$ cat config.mk
export PLATFORM = sky130hd
export DESIGN_NAME = onehot_drain_encoder
export DESIGN_NICKNAME = d
export VERILOG_FILES = /design/src/rtl/onehot_drain_encoder.sv
export SDC_FILE = /design/constraint.sdc
export NUM_CORES = 1
export LEC_CHECK = 0
export CAP_MARGIN = 10
export CORE_AREA = 2 2 39 41
export DETAILED_ROUTE_END_ITERATION = 12
export DIE_AREA = 0 0 41 43
export PLACE_DENSITY = 0.56
export SETUP_SLACK_MARGIN = 0.05
export SYNTH_ARGS = -nofsm -noshare
export SYNTH_HDL_FRONTEND = slang
export SYNTH_SLANG_ARGS = --single-unit
$ cat constraint.sdc
create_clock -name clk -period 2.8 [get_ports clk]
set_clock_uncertainty 0.2 [all_clocks]
set_input_delay 0.56 -clock clk [delete_from_list [all_inputs] [get_ports clk]]
set_output_delay 0.56 -clock clk [all_outputs]
set_load 0.05 [all_outputs]
$ cat src/rtl/onehot_drain_encoder.sv
// Sequential one-hot/multi-hot to binary encoder: stores a request vector and drains its set-bit indices one per beat.
// Optional build macro ONEHOT_DRAIN_MSB_FIRST_EN selects highest-set-bit-first draining.
module onehot_drain_encoder #(
  parameter int WIDTH = 4,
  parameter int IDX_W = 2
) (
  input  logic             clk,
  input  logic             rst,
  input  logic             in_valid,
  output logic             in_ready,
  input  logic [WIDTH-1:0] in_vec,
  output logic             out_valid,
  input  logic             out_ready,
  output logic [IDX_W-1:0] out_code,
  output logic             out_last,
  output logic             busy
);

  // Handshakes: a transfer happens on a rising edge where valid & ready are both 1;
  // valid never depends on ready in the same cycle, and rst overrides any transfer.

  typedef enum logic {IDLE = 1'b0, DRAIN = 1'b1} state_t;

  state_t           state, state_next;
  logic [WIDTH-1:0] pending, pending_next;
  logic [IDX_W-1:0] sel;
  logic             single;

  always_ff @(posedge clk) begin
    if (rst) begin
      state   <= IDLE;
      pending <= '0;
    end else begin
      state   <= state_next;
      pending <= pending_next;
    end
  end

  // The last index visited by the scan wins, so scan direction sets the priority.
  always_comb begin
    sel = '0;
`ifdef ONEHOT_DRAIN_MSB_FIRST_EN
    for (int i = 0; i < WIDTH; i++) begin
      if (pending[i]) sel = i[IDX_W-1:0];
    end
`else
    for (int i = WIDTH - 1; i >= 0; i--) begin
      if (pending[i]) sel = i[IDX_W-1:0];
    end
`endif
  end

  assign single = (pending != '0) && ((pending & (pending - 1'b1)) == '0);

  always_comb begin
    state_next   = state;
    pending_next = pending;
    case (state)
      IDLE: begin
        if (in_valid && (in_vec != '0)) begin
          pending_next = in_vec;
          state_next   = DRAIN;
        end
      end
      DRAIN: begin
        if (out_ready) begin
          if (single) begin
            pending_next = '0;
            state_next   = IDLE;
          end else begin
            pending_next = pending & ~({{(WIDTH-1){1'b0}}, 1'b1} << sel);
          end
        end
      end
      default: begin
        state_next   = IDLE;
        pending_next = '0;
      end
    endcase
  end

  assign in_ready  = (state == IDLE);
  assign busy      = (state == DRAIN);
  assign out_valid = (state == DRAIN);
  assign out_code  = (state == DRAIN) ? sel : '0;
  assign out_last  = (state == DRAIN) && single;

endmodule

# ---- Word level (Yosys, flattened, before mapping)
# Cells that the tools add are included.
dict set report op_classes {
  add_sub_neg 1
  n_mul 0
  div_mod_pow 0
  magnitude_cmp 0
  n_eq_ne 2
  shifts 1
  muxes 13
  bitwise 4
  reduce_logical 7
}
# cell n
set op_table {}
lappend op_table {{2-to-1 mux 4 bit} 3}
lappend op_table {{2-to-1 mux 2 bit} 5}
lappend op_table {{bitwise AND 4 bit} 2}
lappend op_table {{one-hot mux 4 bit (2 select lines)} 1}
lappend op_table {{nonzero test 4 bit} 2}
lappend op_table {{logical NOT 4 bit} 1}
lappend op_table {{NOT 4 bit} 1}
lappend op_table {{left shift 1 x 2 -> 4 bit, first input constant} 1}
lappend op_table {{subtractor 4 x 1 -> 4 bit, second input constant} 1}
lappend op_table {{logical AND 1 bit} 3}
lappend op_table {{2-to-1 mux 1 bit} 3}
lappend op_table {{inequality test 2 x 1 -> 1 bit, second input constant} 1}
lappend op_table {{inequality test 2 bit, second input constant} 1}
lappend op_table {{one-hot mux 1 bit (2 select lines)} 1}
lappend op_table {{AND reduction 2 bit} 1}
lappend op_table {{NOT 1 bit} 1}
dict set report word_totals {
  register_bits 5
  latch_bits 0
  ramBits 0
  rom_bits 0
  out_inout_bits 6
  n_memories 0
}

# ---- Depth between registers and ports, before layout
dict set report logic_depth {
  word_depth 10
  mapped_depth 4
  depth_no_buf 3
}

# ---- Worst setup path before layout
# No wires, ideal clock.
dict set report synth_path {
  path_kind {register to output}
  from {reg state (netlist: busy)}
  to {out out_code[1]}
  arrival_ns 2.691
  t_required_ns 2.040
  slack_ns -0.651
  path_stages_with_launch 4
  n_path_buf 1
  cell_sequence {dfxtp_1 buf_4 inv_1 nor4_1}
}
dict set report synth_via {
  elab_chain_cells 1
}
# element line
set synth_lines {}
lappend synth_lines {{start, declared} 24} ;# state_t state, state_next;
lappend synth_lines {{start signal, assigned} 34} ;# state <= state_next;
lappend synth_lines {{2-to-1 mux 2 bit} 85} ;# assign out_code = (state == DRAIN) ? sel : '0;
lappend synth_lines {{end, declared} 14} ;# output logic [IDX_W-1:0] out_code,
# Every way passes these cells.

# ---- Worst setup path after layout
dict set report layout_path {
  from {reg pending[3]}
  to {out out_code[0]}
}
dict set report layout_via {
  elab_chain_cells 5
}
# element line
set layout_lines {}
lappend layout_lines {{start, declared} 25} ;# logic [WIDTH-1:0] pending, pending_next;
lappend layout_lines {{start signal, assigned} 35} ;# pending <= pending_next;
lappend layout_lines {{2-to-1 mux 2 bit (4 in a row)} 48} ;# if (pending[i]) sel = i[IDX_W-1:0];
lappend layout_lines {{2-to-1 mux 2 bit} 85}
# Every way passes these cells.

==> results.md <==
* Result of the run: finished clean
* Maximum number of pins on one net before global-route repair at 11
* Switching power share of the total at 0.335
* Total routed wirelength at 770 µm
* Initial antenna violation count at 0
* Largest incremental delay on the critical path at 0.81 ns
* Fill cell instance count of the final layout at 145
* Crit path time final at 2.55 ns
* Fmax achieved at 0.392 GHz
* Register bit total from synthesis at 5
* Total global routing track utilization at 0.113
* Post-route design area at 504 µm²
* Setup ws final at 0.250 ns
* Most area-consuming cells after synthesis: dfxtp_1 30%, o41ai_4 8.2%, a21oi_1 7.5%
* Vertical die dimension at 43 µm
* Share of the clock period used by the worst path after layout at 0.911
* Slew HR at 0.667
* Die width at 41 µm
* Row cnt at 14
* Total iterations of the first detailed-routing run at 4
* Antenna-violating nets left at 0
* I/O Pins at 14
* Startpoint class of the critical path: flop
* Launching element of the worst setup path: pending[3]
* Number of buffers created by CTS at 3
* Clock Path Buffers at 2
* Final Max Slew Viols at 0
* Yosys warning total at 0
* Source of the worst register-to-register timing path: busy
* H-tree lvl count at 1
* Layout net count at 64
* Logic gate share of total power at 0.331
* Hold path startpoint: pending[2]
* Floorplan die area at 1760 µm²
* Synth top area share at 0.300
* Ratio of cells with drive above 1 in the final layout at 0.164
* Tightest Hold Check Type: flop to flop
* WL/cell at 10.8 µm
* Portion of total power attributed to sequential cells at 0.338
* Area added between synthesis and finish at 50.9%
* Cells after synthesis at 41
* Crit path kind: flop to primary output
* Arrival time of data at the critical path endpoint at 1.79 ns
* Cell leakage power at 0.195 nW
* Max-cap violation count at 0
* Number of instances in the placed design at 67
* Syn Std Cell Area at 334 µm²
* Clock root buffer master: clkbuf_4
* Avg Vias per Cell at 4.93
* Number of DRC markers in iteration 0 at 4
* Clock tree from TritonCTS: built
* Worst EP required at 2.04 ns
* Library cell occupying the most area in the post-synthesis netlist: dfxtp_1
* Clock slew at the register clock pins of the worst setup and hold paths at 0.04 ns
* Count of buffers inserted at the top-level ports at 13
* Estimated wirelength of the detail-placed design at 581 µm
* DP Area at 475 µm²
* Later-pin clock latency in the skew report at 0.24 ns
* Syn avg cell area at 8.15 µm²
* Number of vias in the routed layout at 350
* Max stage delay cell, worst path: clkdlybuf4s50_1
* Worst ir drop on vdd at 0.000119 V
* PwrDens at 486 nW/µm²
* Area inside the core boundary at 1380 µm²
* Remaining Overflow, GRT at 0
* Final-report hold violation count at 0
* Type of element capturing the critical path: primary output
* Clock group share of total power at 0.331
* Largest driver fanout on the critical path at 4
* Total of endpoints with negative setup slack in the final report at 0
* Post-synth cell types at 21
* Starting utilization of the core area at 0.241
* Total clock sinks at 5
* Share of synthesized area occupied by flip-flops and latches at 0.300
* Antenna fix cells at 0
* Pre-CTS worst setup slack at 0.322 ns
* Number of non-filler instances in the completed layout at 71
* Internal power contribution at 0.000163 W
* Mapped Nets at 49
* Via count of the first global-routing pass at 309
* P_sw at 0.0000822 W
* Wire length of the first global-routing pass at 1280 µm
* Routability Congestion at 0.718
* Hold Buf Count CTS at 0
* Crit path cell chain: nor2b_1, nor2_1, nor3_2, clkdlybuf4s50_1
* Transition time at the pin with the least slew margin at 0.498 ns
* Number of design rule violations left after detail routing at 0
* Setup repair after global routing missed its margin: false
Yosys cell counts (all sizes together):
| master | n |
|---|---|
| nand3b | 1 |
| o41ai | 1 |
| o211ai | 2 |
| buf | 4 |
| o21ai | 2 |
| inv | 1 |
| a311oi | 2 |
| o31ai | 1 |
| xor2 | 1 |
| nand2 | 5 |
| nor4b | 1 |
| nor4 | 1 |
| nor2b | 2 |
| a221oi | 1 |
| nor2 | 4 |
| dfxtp | 5 |
| o21a | 1 |
| nor3 | 1 |
| a21oi | 5 |
cell usage in the layout, fill, tap and decap left out:
cell and count:
nor4_2 1, o21ai_2 1, xor2_1 1, nor4b_1 1
nor2_1 4, o31ai_1 1, dlymetal6s2s_1 1, dfxtp_1 5
a311oi_1 2, clkdlybuf4s50_1 11, buf_4 2, a221oi_1 1
o21a_1 1, o41ai_4 1, o21ai_0 1, nand3b_1 1
o211ai_1 2, nand2_1 5, nor2b_1 2, clkbuf_4 3
clkbuf_1 1, inv_1 1, a21oi_1 5, nor3_2 1
timing repair:
action	CTS	global route
resized for setup	0	1
buffers inserted	0	0
endpoints found under the setup margin	0	1
layout make-up:
type	count	area, µm²	area share
multi-input cells	31	216	0.429
repair buffers	14	138	0.273
flip-flops and latches	5	100	0.199
clock buffers	4	26.3	0.0521
well taps	16	20.0	0.0397
inverters	1	3.75	0.00744
routing by layer:
metal,routed length (µm),vias up,share of wire,track usage
met3,37,2,0.048,0.0314
met4,14,0,0.018,0.100
met5,0,-,0,0
met2,335,12,0.44,0.141
met1,382,153,0.50,0.151
li1,-,183,-,-
power groups by stage:
| stage | Combinational (W) | Clock, W | Sequential (W) |
|---|---|---|---|
| 2_1_floorplan | 0.0000530 | 0 | 0.0000843 |
| 3_3_place_gp | 0.0000818 | 0 | 0.0000837 |
| 3_5_place_dp | 0.0000815 | 0 | 0.0000840 |
| 4_1_cts | 0.0000818 | 0.0000844 | 0.0000828 |
| 5_1_grt | 0.0000882 | 0.0000906 | 0.0000836 |
| 6_report | 0.0000811 | 0.0000812 | 0.0000829 |
through the flow:
step                      utilization  power [W]  TNS [ns]  hold slack [ns]
after floorplan                     -   0.000137   -0.0868            0.306
after global placement          0.344   0.000165         0            0.347
after CTS                       0.363   0.000249         0            0.364
after global routing            0.364   0.000262         0            0.421
after detailed placement        0.344   0.000165         0            0.353
final                           0.364   0.000245         0            0.376
state kept, by name, indices dropped and copies added, names as in the netlist:
name	cells
busy	1
pending	4
critical path, delay by kind of cell, from the launching register on:
family / cells / cell delay (ns)
buffers and inverters: 1 / 0.81
flip-flops: 1 / 0.38
AND/OR/NAND/NOR: 3 / 0.37
kinds of logic after synthesis:
| group | after synthesis | synth area share |
|---|---|---|
| compound gates | 15 | 0.367 |
| simple gates | 15 | 0.221 |
| flops | 5 | 0.300 |
| buf+inv | 5 | 0.0861 |
| xor+xnor | 1 | 0.0262 |
final timing paths:
| path | depth (start not counted) | to | slack, ns |
|---|---|---|---|
| worst max-delay path | 4 | out_code[0] | 0.25 |
| worst min-delay path | 2 | pending[2] | 0.38 |
| worst max register to register | 4 | pending[3] | 1.33 |
| worst min register to register | 2 | pending[2] | 0.38 |
Power figures use the tool's default switching activity.
